--- src/rtl/uart_echo_pkg.sv ---
// Shared encodings for the UART echo buffer: operating modes, transmit FSM
// states and the control characters used for CR->CRLF expansion.
package uart_echo_pkg;

    typedef enum logic [1:0] {
        MODE_HOLD = 2'b00,
        MODE_ECHO = 2'b01,
        MODE_CRLF = 2'b10
    } mode_t;

    typedef enum logic [2:0] {
        ST_IDLE,
        ST_POP,
        ST_SEND,
        ST_HOLD,
        ST_WAIT_DONE
    } state_t;

    localparam logic [7:0] CHAR_CR = 8'h0D;
    localparam logic [7:0] CHAR_LF = 8'h0A;

endpackage

--- src/rtl/uart_echo_buffer_if.sv ---
// Receive/transmit handshake between uart_rx, uart_tx and the echo buffer.
// The echo buffer is the slave; the surrounding UART pair is the master.
interface uart_echo_buffer_if #(
    parameter int DATA_W = 8
);
    logic              recv_valid;
    logic [DATA_W-1:0] recv_data;
    logic              recv_break;
    logic              tx_busy;
    logic              tx_enable;
    logic [DATA_W-1:0] tx_data;

    modport master (
        output recv_valid, recv_data, recv_break, tx_busy,
        input  tx_enable, tx_data
    );

    modport slave (
        input  recv_valid, recv_data, recv_break, tx_busy,
        output tx_enable, tx_data
    );
endinterface

--- src/rtl/uart_sync_fifo.sv ---
// Single-clock FIFO with extended pointers (no wasted entry), flush, and
// acceptance of a push into a full FIFO when a pop happens on the same edge.
module uart_sync_fifo #(
    parameter  int DATA_W = 8,
    parameter  int DEPTH  = 16,
    localparam int ADDR_W = $clog2(DEPTH)
) (
    input  logic              clk,
    input  logic              reset,
    input  logic              push,
    input  logic              pop,
    input  logic              flush,
    input  logic [DATA_W-1:0] push_data,
    output logic [DATA_W-1:0] head_data,
    output logic [ADDR_W:0]   level,
    output logic              full,
    output logic              empty
);
    logic [DATA_W-1:0] mem [DEPTH];
    logic [ADDR_W:0]   wr_ptr;
    logic [ADDR_W:0]   rd_ptr;
    logic              do_push;
    logic              do_pop;

    assign empty     = (wr_ptr == rd_ptr);
    assign full      = (wr_ptr[ADDR_W] != rd_ptr[ADDR_W]) &&
                       (wr_ptr[ADDR_W-1:0] == rd_ptr[ADDR_W-1:0]);
    assign level     = wr_ptr - rd_ptr;
    assign head_data = mem[rd_ptr[ADDR_W-1:0]];

    // A full FIFO still accepts a push when the head leaves on the same edge.
    assign do_pop  = pop && !empty && !flush;
    assign do_push = push && (!full || do_pop) && !flush;

    // NOTE: state updates use non-blocking assignments so every flop samples pre-edge values.
    always_ff @(posedge clk) begin
        if (reset || flush) begin
            wr_ptr <= '0;
            rd_ptr <= '0;
        end else begin
            if (do_push) wr_ptr <= wr_ptr + 1'b1;
            if (do_pop)  rd_ptr <= rd_ptr + 1'b1;
        end
    end

    // NOTE: storage is deliberately not reset; the pointers alone define which entries are valid.
    always_ff @(posedge clk) begin
        if (do_push) mem[wr_ptr[ADDR_W-1:0]] <= push_data;
    end
endmodule

--- src/rtl/uart_echo_buffer.sv ---
// Buffered rx->tx echo engine: FIFO between uart_rx and uart_tx, hold/echo/
// CRLF modes, BREAK flush and saturating overflow/break statistics.
module uart_echo_buffer
    import uart_echo_pkg::*;
#(
    parameter  int DATA_W = 8,
    parameter  int DEPTH  = 16,
    parameter  int CNT_W  = 8,
    localparam int ADDR_W = $clog2(DEPTH)
) (
    input  logic              clk,
    input  logic              reset,
    input  logic [1:0]        mode,
    uart_echo_buffer_if.slave bus,
    output logic [ADDR_W:0]   fifo_level,
    output logic              fifo_full,
    output logic              fifo_empty,
    output logic [CNT_W-1:0]  ovf_count,
    output logic [CNT_W-1:0]  break_count,
    output logic [DATA_W-1:0] last_data,
    output logic              echo_active
);
    localparam logic [DATA_W-1:0] CR_CHAR = CHAR_CR[DATA_W-1:0];
    localparam logic [DATA_W-1:0] LF_CHAR = CHAR_LF[DATA_W-1:0];

    state_t            state;
    logic              lf_pending;
    logic              push_req;
    logic              fifo_pop;
    logic [DATA_W-1:0] fifo_head;

    assign push_req    = bus.recv_valid && !bus.recv_break;
    assign fifo_pop    = (state == ST_POP) && !bus.recv_break;
    assign echo_active = (state != ST_IDLE);

    uart_sync_fifo #(.DATA_W(DATA_W), .DEPTH(DEPTH)) u_fifo (
        .clk       (clk),
        .reset     (reset),
        .push      (push_req),
        .pop       (fifo_pop),
        .flush     (bus.recv_break),
        .push_data (bus.recv_data),
        .head_data (fifo_head),
        .level     (fifo_level),
        .full      (fifo_full),
        .empty     (fifo_empty)
    );

    always_ff @(posedge clk) begin
        if (reset) begin
            state         <= ST_IDLE;
            bus.tx_enable <= 1'b0;
            bus.tx_data   <= '0;
            lf_pending    <= 1'b0;
        end else begin
            case (state)
                // A frame arriving this edge counts as available so POP follows it directly.
                ST_IDLE: if (mode != MODE_HOLD && !bus.tx_busy && (!fifo_empty || push_req))
                    state <= ST_POP;
                ST_POP: begin
                    if (bus.recv_break) begin
                        state <= ST_IDLE;
                    end else begin
                        bus.tx_data   <= fifo_head;
                        lf_pending    <= (mode == MODE_CRLF) && (fifo_head == CR_CHAR);
                        bus.tx_enable <= 1'b1;
                        state         <= ST_SEND;
                    end
                end
                ST_SEND: begin
                    bus.tx_enable <= 1'b0;
                    state         <= ST_HOLD;
                end
                ST_HOLD: state <= ST_WAIT_DONE;
                ST_WAIT_DONE: begin
                    if (!bus.tx_busy) begin
                        if (lf_pending && !bus.recv_break) begin
                            lf_pending    <= 1'b0;
                            bus.tx_data   <= LF_CHAR;
                            bus.tx_enable <= 1'b1;
                            state         <= ST_SEND;
                        end else begin
                            state <= ST_IDLE;
                        end
                    end
                end
                default: state <= ST_IDLE;
            endcase
            // Later non-blocking write wins: a BREAK cancels any pending LF.
            if (bus.recv_break) lf_pending <= 1'b0;
        end
    end

    always_ff @(posedge clk) begin
        if (reset) begin
            last_data   <= '0;
            ovf_count   <= '0;
            break_count <= '0;
        end else begin
            if (bus.recv_valid) last_data <= bus.recv_data;
            if (push_req && fifo_full && !fifo_pop && ovf_count != '1)
                ovf_count <= ovf_count + 1'b1;
            if (bus.recv_break && break_count != '1)
                break_count <= break_count + 1'b1;
        end
    end
endmodule

--- src/flat_wrapper.sv ---
// flat-port wrapper written by rule: the top's interface ports become plain ports
module uart_echo_buffer_flat import uart_echo_pkg::*;
#(
    parameter  int DATA_W = 8,
    parameter  int DEPTH  = 16,
    parameter  int CNT_W  = 8,
    localparam int ADDR_W = $clog2(DEPTH)
)
  (clk, reset, mode, fifo_level, fifo_full, fifo_empty, ovf_count, break_count, last_data, echo_active, bus_recv_valid, bus_recv_data, bus_recv_break, bus_tx_busy, bus_tx_enable, bus_tx_data);
  uart_echo_buffer_if #(.DATA_W(DATA_W)) bus_i ();
  input  logic clk;
  input  logic reset;
  input  logic [1:0] mode;
  output logic [ADDR_W:0] fifo_level;
  output logic fifo_full;
  output logic fifo_empty;
  output logic [CNT_W-1:0] ovf_count;
  output logic [CNT_W-1:0] break_count;
  output logic [DATA_W-1:0] last_data;
  output logic echo_active;
  input wire logic [$bits(bus_i.recv_valid)-1:0] bus_recv_valid;
  input wire logic [$bits(bus_i.recv_data)-1:0] bus_recv_data;
  input wire logic [$bits(bus_i.recv_break)-1:0] bus_recv_break;
  input wire logic [$bits(bus_i.tx_busy)-1:0] bus_tx_busy;
  output wire logic [$bits(bus_i.tx_enable)-1:0] bus_tx_enable;
  output wire logic [$bits(bus_i.tx_data)-1:0] bus_tx_data;
  assign bus_i.recv_valid = bus_recv_valid;
  assign bus_i.recv_data = bus_recv_data;
  assign bus_i.recv_break = bus_recv_break;
  assign bus_i.tx_busy = bus_tx_busy;
  assign bus_tx_enable = bus_i.tx_enable;
  assign bus_tx_data = bus_i.tx_data;
  uart_echo_buffer #(.DATA_W(DATA_W), .DEPTH(DEPTH), .CNT_W(CNT_W)) u_core (.clk(clk), .reset(reset), .mode(mode), .bus(bus_i), .fifo_level(fifo_level), .fifo_full(fifo_full), .fifo_empty(fifo_empty), .ovf_count(ovf_count), .break_count(break_count), .last_data(last_data), .echo_active(echo_active));
endmodule
--- config.mk ---
export PLATFORM = sky130hd
export DESIGN_NAME = uart_echo_buffer_flat
export DESIGN_NICKNAME = d
export VERILOG_FILES = /design/src/rtl/uart_echo_pkg.sv /design/src/rtl/uart_echo_buffer_if.sv /design/src/rtl/uart_sync_fifo.sv /design/src/rtl/uart_echo_buffer.sv /design/src/flat_wrapper.sv
export SDC_FILE = /design/constraint.sdc
export NUM_CORES = 1
export LEC_CHECK = 0
export CORE_UTILIZATION = 54
export CTS_CLUSTER_DIAMETER = 30
export CTS_CLUSTER_SIZE = 30
export DETAILED_ROUTE_END_ITERATION = 8
export GPL_ROUTABILITY_DRIVEN = 0
export GPL_TIMING_DRIVEN = 0
export PLACE_DENSITY_LB_ADDON = 0.08
export RECOVER_POWER = 100
export SYNTH_ARGS = -nofsm -noshare
export SYNTH_HDL_FRONTEND = slang
export SYNTH_SLANG_ARGS = --single-unit
--- constraint.sdc ---
create_clock -name clk -period 3.7 [get_ports clk]
set_input_delay 0.37 -clock clk [delete_from_list [all_inputs] [get_ports clk]]
set_output_delay 0.37 -clock clk [all_outputs]
set_load 0.005 [all_outputs]
==> impl_results.rst <==
.. list-table::
   :header-rows: 1

   * - Metric
     - Value
   * - TritonCTS clock tree
     - done
   * - Share of the synthesized netlist area taken by xor and xnor gates
     - 2.88%
   * - Reported leakage power
     - between 2 and 3 nW
   * - Achievable clock frequency
     - 0.311 GHz
   * - Area after detailed placement
     - just over 0.008 mm2
   * - Total GRT Usage
     - 23.3%
   * - Number of cells after detailed placement
     - a little over 700
   * - Kind of critical path
     - flop to flop
   * - Number of antenna violations at the first check in global routing
     - 0
   * - Ratio of final minimum period to clock period
     - 86.8%
   * - Deepest level of the CTS H-tree
     - 4
   * - Drt first-iter violations
     - about 460
   * - Adder-cell share of the synthesized area
     - between 2 and 2.5%
   * - Clock-pin transition on the worst setup and hold timing paths
     - about 70 ps
   * - Crit path DAT
     - around 3200 ps
   * - Number of cells on the worst hold path
     - 3
   * - Category of the worst setup path launch point
     - flop
   * - Pin count of the biggest net entering global routing
     - 19
   * - Die Span X
     - between 100 and 150 um
   * - Cts bufs inserted
     - 17
   * - DIE HEIGHT
     - ~120 um
   * - Cell type with the highest aggregate area in the netlist
     - sky130_fd_sc_hd__edfxtp_1
   * - Vias per inst
     - 5.76
   * - Unrepaired setup endpoints after global routing
     - no
   * - Comb pwr share
     - between 3 and 4%
   * - DRC violation count after routing
     - 0
   * - Worst setup EP type
     - flop
   * - Sequential fraction of the synthesis area
     - approximately 67%
   * - Count of flip-flops with a built-in enable after synthesis
     - around 130
   * - Violated checks
     - capacitance limit, slew limit
   * - Ranking of synthesized cells by area
     - sky130_fd_sc_hd__edfxtp_1 53%, sky130_fd_sc_hd__dfxtp_1 14%, sky130_fd_sc_hd__mux4_2 9.2%
   * - Max Clock Skew
     - approximately 8.4 ps
   * - Count of standard-cell rows
     - between 40 and 50
   * - Power consumption
     - just over 4 mW
   * - Crit-path max FO
     - 8
   * - Detailed placer's ending HPWL
     - about 10 mm
   * - Via count of the first global-routing pass
     - roughly 4,200
   * - Worst EP required
     - 3730 ps
   * - Antenna Violating Nets Remaining
     - 0
   * - Pre-antenna DRT Iters
     - 6
   * - Latest clock arrival within the worst-skew pair
     - between 400 and 500 ps
   * - Global Route met2 Usage
     - a little under two fifths
   * - Peak supply drop
     - 0.292 mV
   * - Post-CTS Setup Repair Bufs
     - 0
   * - Clock network fraction of design power
     - 43.6%
   * - Synthesized-area fraction occupied by ao, oa, aoi and oai cells
     - 4.35%
   * - Non-Filler Instances
     - around 750
   * - Met3 global-route usage
     - 4.73%
   * - Synthesis Warnings
     - 0
   * - Normalized max-slew margin
     - -25.1%
   * - Final Critical Period
     - ~3200 ps
   * - Global routing's busiest layer
     - met2
   * - Area share of the largest cell type after synthesis
     - 52.6%
   * - Initial core utilization
     - 55.2%
   * - Worst-case reg-to-reg path depth
     - 6
   * - Most frequently used flop master after synthesis
     - sky130_fd_sc_hd__edfxtp_1
   * - Endpoints failing setup
     - 0
   * - Number of maximum-capacitance violations
     - 4
   * - Core Footprint
     - between 0.01 and 0.015 mm2
   * - Largest family of logic cells by synthesized area
     - multiplexers
   * - Netlist cell types
     - between 50 and 60
   * - Synth Cell Area
     - about 0.0073 mm2
   * - Transition at the pin with the smallest max-transition slack
     - about 1900 ps
   * - Synth Area in Simple Gates
     - 9.21%
   * - Die area
     - around 0.014 mm2
   * - Post-Syn Instances
     - around 500
   * - Sum of routed wire length over all layers
     - ~15 mm
   * - Post-synthesis average cell area
     - approximately 15 um2
   * - Switching power share of the total
     - about 22%
   * - # nets final
     - 590
   * - Design area
     - approximately 0.0086 mm2
   * - Share of layout cells above drive strength 1
     - around an eighth
   * - Count of input and output buffers
     - 53
   * - Total via count in the routed design
     - about 4,300
   * - Number of synthesized register bits
     - roughly 180
   * - Final hold violation count
     - 0
   * - Cell chosen for the clock root
     - sky130_fd_sc_hd__clkbuf_16
   * - Total internal power
     - between 3 and 4 mW
   * - Synth-to-layout area growth
     - 18.0%
   * - Count of instances resized after the clock tree is built
     - 0
   * - Grt ovf
     - 0
   * - Final WS setup
     - 487 ps
   * - Number of nets in the synthesized netlist
     - ~520
   * - Pwr dens
     - 473 mW/mm2
   * - Worst setup slack before clock tree synthesis
     - between 400 and 500 ps
   * - CTS Hold Buffers Added
     - 0
   * - Met1 Track Usage GR
     - between 30% and 40%
   * - Number of antenna cells inserted
     - 0
   * - Share of flip-flops with an asynchronous set or reset after synthesis
     - 0%
   * - Run status
     - complete, but fails checks
   * - Drt wl/cell
     - approximately 20 um
   * - Kind of path behind the tightest hold check
     - primary input to flop
   * - Number of buffers on the longest clock path
     - 2
   * - Reg power frac
     - between 50% and 60%
   * - Post-synthesis mux area share
     - approximately 12%
   * - Number of top-level design ports
     - 56
   * - Global-route wire length before repair
     - 23.5 mm
   * - Final setup TNS
     - 0 ps
   * - Num Clock Sinks
     - 179
   * - Switch Pwr
     - 0.906 mW
   * - Final slew viol count
     - 19
placed cells by master (no fill, tap or decap), types with 3 or more instances in the layout:
cell,netlist,routed
sky130_fd_sc_hd__edfxtp_1,128,128
sky130_fd_sc_hd__nor2_1,64,64
sky130_fd_sc_hd__dfxtp_1,51,51
sky130_fd_sc_hd__dlygate4sd3_1,0,49
sky130_fd_sc_hd__mux4_2,30,30
sky130_fd_sc_hd__nand2_1,20,20
sky130_fd_sc_hd__xnor2_1,18,18
sky130_fd_sc_hd__clkbuf_16,0,17
sky130_fd_sc_hd__inv_1,15,15
sky130_fd_sc_hd__mux2i_1,15,15
sky130_fd_sc_hd__clkbuf_1,12,14
sky130_fd_sc_hd__a21oi_1,13,13
sky130_fd_sc_hd__nand3_1,13,13
sky130_fd_sc_hd__ha_1,11,11
sky130_fd_sc_hd__nor3_1,9,9
sky130_fd_sc_hd__a22oi_1,8,8
sky130_fd_sc_hd__or3_1,6,6
sky130_fd_sc_hd__xor2_1,6,6
sky130_fd_sc_hd__nand4_1,6,6
sky130_fd_sc_hd__buf_2,8,6
sky130_fd_sc_hd__clkinv_4,0,5
sky130_fd_sc_hd__inv_8,0,5
sky130_fd_sc_hd__nor2b_1,4,4
sky130_fd_sc_hd__o21ai_0,3,4
sky130_fd_sc_hd__clkdlybuf4s50_1,0,4
sky130_fd_sc_hd__a21o_1,3,3
sky130_fd_sc_hd__mux2_2,3,3
sky130_fd_sc_hd__o211ai_1,3,3
sky130_fd_sc_hd__a221oi_1,3,3
sky130_fd_sc_hd__nor4_1,1,3
sky130_fd_sc_hd__inv_6,0,3
area by class of cell:
class | count | area [um2]
flip-flops and latches | 179 | 4860
fillers | 994 | 4620
multi-input cells | 272 | 2250
repair buffers | 53 | 531
clock buffers | 17 | 425
well taps | 176 | 220
clock inverters | 15 | 164
plain buffers | 24 | 109
inverters | 16 | 60.1
synth_stat cells (8+ instances only):
cell	count
sky130_fd_sc_hd__mux4_2	30
sky130_fd_sc_hd__inv_1	15
sky130_fd_sc_hd__a21oi_1	13
sky130_fd_sc_hd__nand2_1	20
sky130_fd_sc_hd__ha_1	11
sky130_fd_sc_hd__nand3_1	13
sky130_fd_sc_hd__a22oi_1	8
sky130_fd_sc_hd__buf_2	8
sky130_fd_sc_hd__dfxtp_1	51
sky130_fd_sc_hd__xnor2_1	18
sky130_fd_sc_hd__edfxtp_1	128
sky130_fd_sc_hd__mux2i_1	15
sky130_fd_sc_hd__nor2_1	64
sky130_fd_sc_hd__clkbuf_1	12
sky130_fd_sc_hd__nor3_1	9
flip-flops by register name, summed over array words and instances, names as in the netlist, 3 cells and up, named ones only:
| register | cells |
|---|---|
| u_core.state | 3 |
| u_core.u_fifo.wr_ptr | 5 |
| u_core.ovf_count | 8 |
| u_core.u_fifo.rd_ptr | 5 |
| u_core.bus.tx_data | 8 |
| u_core.break_count | 8 |
| u_core.last_data | 8 |
| u_core.u_fifo.mem | 128 |
logic make-up (layout without fill, tap and decap cells):
logic type,count (synthesis),in the layout
and+or+nand+nor,140,140
DFF,179,179
adders and majority gates,12,12
muxes,50,50
AOI/OAI and AO/OA,46,46
buffers and inverters,40,125
xor gates and xnor gates,24,24
path summary, 6_finish.rpt:
check                                        from                                  to  slack [ps]
max          u_core.u_fifo.wr_ptr[0]$_SDFFE_PP0P_   u_core.u_fifo.mem[0][7]$_DFFE_PP_         490
max reg2reg  u_core.u_fifo.wr_ptr[0]$_SDFFE_PP0P_   u_core.u_fifo.mem[0][7]$_DFFE_PP_         490
min                                bus_recv_valid    u_core.last_data[0]$_SDFFE_PP0P_         360
min reg2reg    u_core.bus.tx_data[6]$_SDFFE_PP0P_  u_core.bus.tx_data[6]$_SDFFE_PP0P_         450
stage by stage:
stage	util (%)	hold slack [ps]
finish	65.1	365
detailed placement	60.9	451
CTS	65.3	363
floorplan	-	448
global placement	60.8	449
global route	65.1	373
worst max-delay path, stage by stage (launching register included):
cell	delay (ps)
sky130_fd_sc_hd__dfxtp_1	420
sky130_fd_sc_hd__inv_1	120
sky130_fd_sc_hd__ha_1	330
sky130_fd_sc_hd__nand4_1	280
sky130_fd_sc_hd__o31a_1	360
sky130_fd_sc_hd__nand2_1	170
sky130_fd_sc_hd__nor3_1	1140
power groups by stage:
stage	Combinational, mW	Clock (mW)	Sequential, mW
2_1_floorplan	0.0600	0	2.21
3_3_place_gp	0.136	0	2.21
3_5_place_dp	0.140	0	2.21
4_1_cts	0.141	1.80	2.17
5_1_grt	0.148	1.88	2.17
6_report	0.134	1.78	2.17
routing by layer:
metal | part of all wire (%) | vias up
met5 | 0 | -
met1 | 44 | 2198
met2 | 49 | 110
met3 | 4.7 | 19
met4 | 1.8 | 0
li1 | - | 2002
Note: power is estimated with default switching activity, not from simulation.
